--- src/rtl/tiamc1_nvram_upload.sv ---
// tiamc1_nvram_upload
// Serves HPS upload byte reads from the core's battery-backed RAM. Halts the CPU
// while a session is active, tracks whether NVRAM holds unsaved writes, and asks
// the HPS for an autosave once writes have been quiet for AS_FRAMES frames.
module tiamc1_nvram_upload #(
   parameter int         ADDR_W    = 12,
   parameter int         NV_BYTES  = 2048,
   parameter int         RAM_LAT   = 1,
   parameter logic [7:0] UP_INDEX  = 8'd4,
   parameter int         AS_FRAMES = 120
) (
   input  logic              clk_sys,
   input  logic              reset,
   input  logic              ioctl_upload,
   input  logic              ioctl_rd,
   input  logic [24:0]       ioctl_addr,
   input  logic [7:0]        ioctl_index,
   output logic [7:0]        ioctl_din,
   output logic              ioctl_upload_req,
   output logic              cpu_pause,
   input  logic              cpu_paused,
   output logic [ADDR_W-1:0] mem_addr,
   output logic              mem_rd,
   input  logic [7:0]        mem_dout,
   input  logic              cpu_nv_wr,
   input  logic              vblank,
   input  logic              autosave_en,
   output logic              busy
);

   localparam int              FC_W     = $clog2(AS_FRAMES + 1);
   localparam logic [24:0]     NV_LIMIT = 25'(NV_BYTES);
   localparam logic [2:0]      LAT_LAST = 3'(RAM_LAT);
   localparam logic [FC_W-1:0] FC_MAX   = FC_W'(AS_FRAMES);

   typedef enum logic [1:0] {ST_IDLE, ST_HALT, ST_ARMED, ST_FETCH} state_t;

   state_t            state, state_nx;
   logic              sel;
   logic              pending;
   logic [24:0]       pend_addr;
   logic [24:0]       svc_addr;
   logic              in_range;
   logic              svc, issue, ff_rd, capture, latch_rd;
   logic [2:0]        lat_cnt;
   logic              reads_done, session_wr, session_ok;
   logic              dirty;
   logic              vblank_q, vb_rise;
   logic [FC_W-1:0]   frame_cnt;
   logic              as_done;

   assign sel     = ioctl_upload & (ioctl_index == UP_INDEX);
   assign busy    = (state != ST_IDLE);
   assign vb_rise = vblank & ~vblank_q;
   // A session ends cleanly only if the HPS actually read data and the CPU never
   // touched NVRAM while it was running; only then is the saved image current.
   assign session_ok = (state != ST_IDLE) & ~sel & reads_done & ~session_wr;

   // Next-state and per-cycle read strobes; a pending read takes priority over a new one.
   always_comb begin
      state_nx = state;
      svc      = 1'b0;
      issue    = 1'b0;
      ff_rd    = 1'b0;
      capture  = 1'b0;
      latch_rd = 1'b0;
      svc_addr = pending ? pend_addr : ioctl_addr;
      in_range = (svc_addr < NV_LIMIT);
      if (!sel) begin
         state_nx = ST_IDLE;
      end else begin
         case (state)
            ST_IDLE:  state_nx = ST_HALT;
            ST_HALT: begin
               latch_rd = ioctl_rd;
               if (cpu_paused) state_nx = ST_ARMED;
            end
            ST_ARMED: begin
               svc      = ioctl_rd | pending;
               latch_rd = ioctl_rd & pending;
               issue    = svc & in_range;
               ff_rd    = svc & ~in_range;
               if (issue) state_nx = ST_FETCH;
            end
            ST_FETCH: begin
               latch_rd = ioctl_rd;
               capture  = (lat_cnt == LAT_LAST);
               if (capture) state_nx = ST_ARMED;
            end
            default:  state_nx = ST_IDLE;
         endcase
      end
   end

   // FSM state, CPU halt request and the NVRAM read port.
   always_ff @(posedge clk_sys) begin
      if (reset) begin
         state     <= ST_IDLE;
         cpu_pause <= 1'b0;
         mem_rd    <= 1'b0;
         mem_addr  <= '0;
         lat_cnt   <= '0;
      end else begin
         state     <= state_nx;
         cpu_pause <= (state_nx != ST_IDLE);
         mem_rd    <= issue;
         if (issue) mem_addr <= svc_addr[ADDR_W-1:0];
         lat_cnt   <= (state == ST_FETCH && !capture && sel) ? lat_cnt + 3'd1 : 3'd0;
      end
   end

   // One-deep pending read for strobes that arrive while halting or fetching.
   always_ff @(posedge clk_sys) begin
      if (reset) begin
         pending <= 1'b0;
      end else if (state_nx == ST_IDLE) begin
         pending <= 1'b0;
      end else if (latch_rd) begin
         pending <= 1'b1;
      end else if (svc) begin
         pending <= 1'b0;
      end
      if (latch_rd) pend_addr <= ioctl_addr;
   end

   // Read data back to the HPS; out-of-range addresses read as erased flash (FF).
   always_ff @(posedge clk_sys) begin
      if (reset) begin
         ioctl_din <= 8'h00;
      end else if (capture) begin
         ioctl_din <= mem_dout;
      end else if (ff_rd) begin
         ioctl_din <= 8'hFF;
      end
   end

   // Per-session bookkeeping used to decide whether the upload cleared dirty.
   always_ff @(posedge clk_sys) begin
      if (reset || state == ST_IDLE) begin
         reads_done <= 1'b0;
         session_wr <= 1'b0;
      end else begin
         if (capture || ff_rd) reads_done <= 1'b1;
         if (cpu_nv_wr)        session_wr <= 1'b1;
      end
   end

   // Dirty flag: a CPU write always wins over a clean end of upload.
   always_ff @(posedge clk_sys) begin
      if (reset) begin
         dirty <= 1'b0;
      end else if (cpu_nv_wr) begin
         dirty <= 1'b1;
      end else if (session_ok) begin
         dirty <= 1'b0;
      end
   end

   // Quiet-frame counter and single-shot autosave request.
   always_ff @(posedge clk_sys) begin
      if (reset) begin
         vblank_q         <= 1'b0;
         frame_cnt        <= '0;
         as_done          <= 1'b0;
         ioctl_upload_req <= 1'b0;
      end else begin
         vblank_q         <= vblank;
         ioctl_upload_req <= 1'b0;
         if (cpu_nv_wr || session_ok) begin
            frame_cnt <= '0;
            as_done   <= 1'b0;
         end else begin
            if (vb_rise && dirty && frame_cnt != FC_MAX) frame_cnt <= frame_cnt + FC_W'(1);
            if (frame_cnt == FC_MAX && autosave_en && state == ST_IDLE && !as_done) begin
               ioctl_upload_req <= 1'b1;
               as_done          <= 1'b1;
            end
         end
      end
   end

endmodule

--- config.mk ---
export PLATFORM = sky130hd
export DESIGN_NAME = tiamc1_nvram_upload
export DESIGN_NICKNAME = d
export VERILOG_FILES = /design/src/rtl/tiamc1_nvram_upload.sv
export SDC_FILE = /design/constraint.sdc
export NUM_CORES = 1
export LEC_CHECK = 0
export CAP_MARGIN = 20
export CORE_MARGIN = 10
export CORE_UTILIZATION = 25
export DETAILED_ROUTE_END_ITERATION = 7
export PLACE_DENSITY = 0.55
export SYNTH_ARGS = -nofsm -noshare
export SYNTH_HDL_FRONTEND = slang
export SYNTH_SLANG_ARGS = --single-unit
--- constraint.sdc ---
create_clock -name clk_sys -period 4.56 [get_ports clk_sys]
set_input_delay 1.14 -clock clk_sys [delete_from_list [all_inputs] [get_ports clk_sys]]
set_output_delay 1.14 -clock clk_sys [all_outputs]
set_load 0.1 [all_outputs]
After elaboration in Yosys (flattened, before gate mapping)
Cells that the tools add are included.
{"block": "word_totals", "regBits": 66, "output_inout_bits": 24, "memories": 0, "elab_cells": 85, "mem_bits_ro": 0, "inputBits": 49, "latch_bits": 0, "ramBits": 0}
{"block": "classes", "reduce_logical": 23, "bitwise": 14, "eq_ne": 7, "shifts": 0, "add_sub_neg": 2, "n_div": 0, "n_mux": 23, "mul": 0, "order_cmp": 1}
{"cell": "25-bit by 12-bit less-than comparator with 1-bit output, second input constant", "n": 1}
{"cell": "25-bit 2-to-1 mux", "n": 1}
{"cell": "8-bit 2-to-1 mux", "n": 2}
{"cell": "1-bit 2-to-1 mux", "n": 14}
{"cell": "2-bit nonzero test", "n": 5}
{"cell": "1-bit bitwise AND", "n": 8}
{"cell": "8-bit by 3-bit == test with 1-bit output, second input constant", "n": 1}
{"cell": "2-bit 2-to-1 mux", "n": 4}
{"cell": "2-bit one-hot mux with 4 select lines", "n": 1}
{"cell": "2-bit OR reduction", "n": 4}
{"cell": "7-bit by 1-bit adder with 7-bit output, second input constant", "n": 1}
{"cell": "7-bit == test, second input constant", "n": 1}
{"cell": "1-bit logical AND", "n": 7}
{"cell": "7-bit != test, second input constant", "n": 1}
{"cell": "1-bit NOT", "n": 5}
{"cell": "2-bit == test, second input constant", "n": 2}
{"cell": "2-bit zero test", "n": 2}
{"cell": "3-bit by 1-bit adder with 3-bit output, second input constant", "n": 1}
{"cell": "3-bit by 1-bit == test with 1-bit output, second input constant", "n": 1}
{"cell": "1-bit logical OR", "n": 3}
{"cell": "2-bit by 1-bit == test with 1-bit output, second input constant", "n": 1}
{"cell": "1-bit zero test", "n": 2}
{"cell": "1-bit one-hot mux with 2 select lines", "n": 1}
{"cell": "1-bit OR", "n": 1}

Depth between registers and ports, before layout
{"block": "depth", "word_depth": 8, "mapped_depth": 7, "mapped_depth_nobuf": 6}

Worst setup path before layout
Ideal clock, no wire load.
{"block": "synth_path", "kind": "input -> register", "start": "input ioctl_index[5]", "end": "register pend_addr[0] (enable)", "arrival_ns": 2.633, "path_buffers": 0, "slack_ns": 1.542, "t_required_ns": 4.176, "setup_time_ns": 0.384, "cell_stages": 3, "cell_sequence": "or4b_4 > nor3_4 > and3b_1"}
{"block": "synth_between", "elab_chain_cells": 3}
{"item": "start, declared", "line": "17", "rtl": "input logic [7:0] ioctl_index,"}
{"item": "8-bit by 3-bit == test with 1-bit output", "line": "52", "rtl": "assign sel = ioctl_upload & (ioctl_index == UP_INDEX);"}
{"item": "1-bit bitwise AND", "line": "52"}
{"item": "1-bit 2-to-1 mux", "line": "69", "rtl": "if (!sel) begin"}
{"item": "named net latch_rd", "line": "44", "rtl": "logic svc, issue, ff_rd, capture, latch_rd;"}
{"item": "end signal, assigned", "line": "123", "rtl": "if (latch_rd) pend_addr <= ioctl_addr;"}
{"item": "end, declared", "line": "41", "rtl": "logic [24:0] pend_addr;"}
The timed path passes the listed nets, and every way through them passes these cells.
A chain may end at the register's enable or synchronous reset.

Worst setup path after layout
{"block": "layout_path", "start": "register state[1]", "end": "output busy"}
{"block": "layout_between", "elab_chain_cells": 1}
{"item": "start, declared", "line": "38", "rtl": "state_t state, state_nx;"}
{"item": "start signal, assigned", "line": "104", "rtl": "state <= state_nx;"}
{"item": "2-bit nonzero test", "line": "53", "rtl": "assign busy = (state != ST_IDLE);"}
{"item": "end, declared", "line": "28", "rtl": "output logic busy"}
Every way passes these cells.

==> results.json <==
{
  "status": "finished, final reports clean",
  "vias": 1959,
  "die_height_um": 124,
  "synth_top_area_cell": "dfxtp_1",
  "dp_cells": 440,
  "peakVddDrop_v": 0.000139,
  "ys_seq_area_share_pct": 57.6,
  "wl_met1_mm": 2.83,
  "critPathKind": "reg2out",
  "layout_commonest_cell": "clkdlybuf4s50_1",
  "cap_viol_max_count": 0,
  "ys_ff_latch": 66,
  "setup_tns_ps": 0,
  "grt_max_degree": 39,
  "placed_area_sq_um": 3590,
  "crit_family": "buffers and inverters",
  "die_w_um": 124,
  "synth-edff-count": 25,
  "drc_errors": 0,
  "fin_ws_ps": 1270,
  "clockBufferDepth": 2,
  "slew_violations": 0,
  "synth_compound_area_share_pct": 6.33,
  "antenna_found_initial": 0,
  "cp_slowest_cell": "clkdlybuf4s50_1",
  "worstSetupStartpointType": "flip-flop",
  "ys.flop_type": "dfxtp_1",
  "gp_congestion": 0.725,
  "cts_setup_buffers": 0,
  "ys_types": 46,
  "layout-drive-gt1-share_pct": 11.7,
  "final_cell_count_no_fill": 456,
  "rows": 38,
  "syn_to_final_growth_pct": 39.5,
  "ioPinCount": 73,
  "wl_met3_um": 437,
  "min_period_over_period_pct": 72.2,
  "fmax_mhz": 304,
  "root_buffer": "clkbuf_8",
  "holdBufCountCts": 0,
  "highest_layer": "met4",
  "syn_area_sq_um": 2730,
  "synth_warnings": 0,
  "synthCells": 235,
  "grt_overflow": 0,
  "met2_length_mm": 2.88,
  "dp_slack_ps": 1230,
  "grt_use_total_pct": 8.06,
  "via_per_inst": 4.30,
  "muxShareOfSynthArea_pct": 8.95,
  "ant_nets": 0,
  "synth_nets": 288,
  "clk_latency_ps": 330,
  "synthAdderAreaFrac_pct": 1.84,
  "setup_viol": 0,
  "die_area_sq_um": 15500,
  "grt_pass1_vias": 2033,
  "clock_sinks": 66,
  "synth_top_family_by_area": "simple AND/OR/NAND/NOR gates",
  "cts_resized": 0,
  "hold_class": "reg2reg",
  "worstPathMaxFanout": 6,
  "max_stage_delay_ps": 1130,
  "cts_htree_levels": 3,
  "avgRoutedWirePerCell_um": 13.6,
  "skew_ps": 9.26,
  "dr.pass1.iters": 4,
  "cp_data_arrival_time_ps": 2150,
  "synth-async-reset-ratio_pct": 0,
  "synthTopCellsByArea": "dfxtp_1 (30%), edfxtp_1 (28%), nor2_1 (5.4%)",
  "drt_iter0_drc": 55,
  "synth_top_area_share_pct": 30.1,
  "required_ps": 3420,
  "period_needed_ps": 3290,
  "routed_wl_mm": 6.19,
  "crit_chain": "nor2_1 -> inv_1 -> clkdlybuf4s50_1",
  "diodes": 0,
  "finalHoldViolCount": 0,
  "synth_xor_area_share_pct": 2.25,
  "final_nets": 364,
  "crit_buf_inv": 2,
  "power.leakage_nw": 1.35,
  "rsz0062_at_grt": "false",
  "post-dp-hpwl_mm": 4.58,
  "end_kind": "primary output",
  "fill_cells": 1108,
  "core_sq_um": 10700,
  "cts-buffers-inserted": 9,
  "maxSlewHeadroom_pct": 33.9,
  "numPortBuffers": 72,
  "syn_area_per_cell_sq_um": 11.6,
  "final_cell_mix": "clkdlybuf4s50_1 (72), dfxtp_1 (41), nor2_1 (39)",
  "final_util_pct": 35.4,
  "synthSimpleGateAreaFrac_pct": 18.9,
  "cts_tree": "done",
  "initial_utilization_pct": 25.4,
  "grt_pass1_wl_mm": 10.3,
  "p_per_area_nw_per_um2": 319,
  "fin_area_sq_um": 3800,
  "path_clk_slew_ps": 70,
  "tightest_slew_ps": 989
}
[metal layers]
| metal | GRT usage [%] | vias to the layer above |
|---|---|---|
| li1 | - | 987 |
| met1 | 9.42 | 918 |
| met2 | 12.7 | 50 |
| met3 | 4.04 | 4 |
| met4 | 2.26 | 0 |
| met5 | 0 | - |
[per-stage QoR]
stage	power, W	hold WS (ps)
after global routing	0.00127	451
after global placement	0.000694	408
after CTS	0.00124	441
after detailed placement	0.000695	421
final	0.00121	431
after floorplan	0.000644	400
[report_power, final]
part           switching [W]  leakage [nW]  internal, W  total (W)
clock               0.000215         0.109     0.000317   0.000532
sequential       0.000000776         0.555     0.000612   0.000612
combinational      0.0000239         0.687    0.0000437  0.0000675
total               0.000239          1.35     0.000972    0.00121
[path summary, 6_finish.rpt]
| kind | start | end | slack (ps) | depth (start not counted) |
|---|---|---|---|---|
| hold reg to reg | as_done | ioctl_upload_req | 430 | 1 |
| hold / removal | as_done | ioctl_upload_req | 430 | 1 |
| setup reg to reg | pending | mem_addr[1] | 2200 | 4 |
| setup / recovery | state[1] | busy | 1270 | 3 |
[cell families (layout without fill, tap and decap cells)]
logic type | count (synthesis) | after routing
AO/OA/AOI/OAI | 21 | 21
AND/OR/NAND/NOR | 89 | 89
flip-flops | 66 | 66
buffers and inverters | 25 | 106
multiplexers | 23 | 23
XOR/XNOR | 7 | 7
adder cells (fa/ha/maj) | 4 | 4
[cell usage after synthesis (2+ instances only)]
cell,instances
nand2b_1,2
nand3_1,4
buf_1,2
buf_2,2
nor2b_1,12
nor4_1,5
inv_1,15
xnor2_1,2
and3b_1,3
xor2_1,5
buf_6,2
mux2_2,11
a21oi_1,5
nor3_1,5
ha_1,4
nor2_1,39
a221oi_1,7
edfxtp_1,25
clkbuf_1,3
dfxtp_1,41
nand4_1,2
nor4b_1,2
mux2i_1,12
o21ai_0,2
and4_1,2
[final cells by class]
type	count	area, sq um	share of cell area [%]
timing repair buffer	74	736	19.3
clock inverter	1	30.0	0.789
inverter	16	60.1	1.58
tap	140	175	4.61
clock buffer	15	188	4.93
sequential	66	1570	41.3
multi-input combinational	144	1040	27.4
[registers in the layout, indices dropped and copies added, names as in the netlist, 2 cells and up]
register / count
ioctl_din: 8
mem_addr: 12
state: 2
frame_cnt: 7
pend_addr: 25
lat_cnt: 3
(Power assumes the default switching activity.)
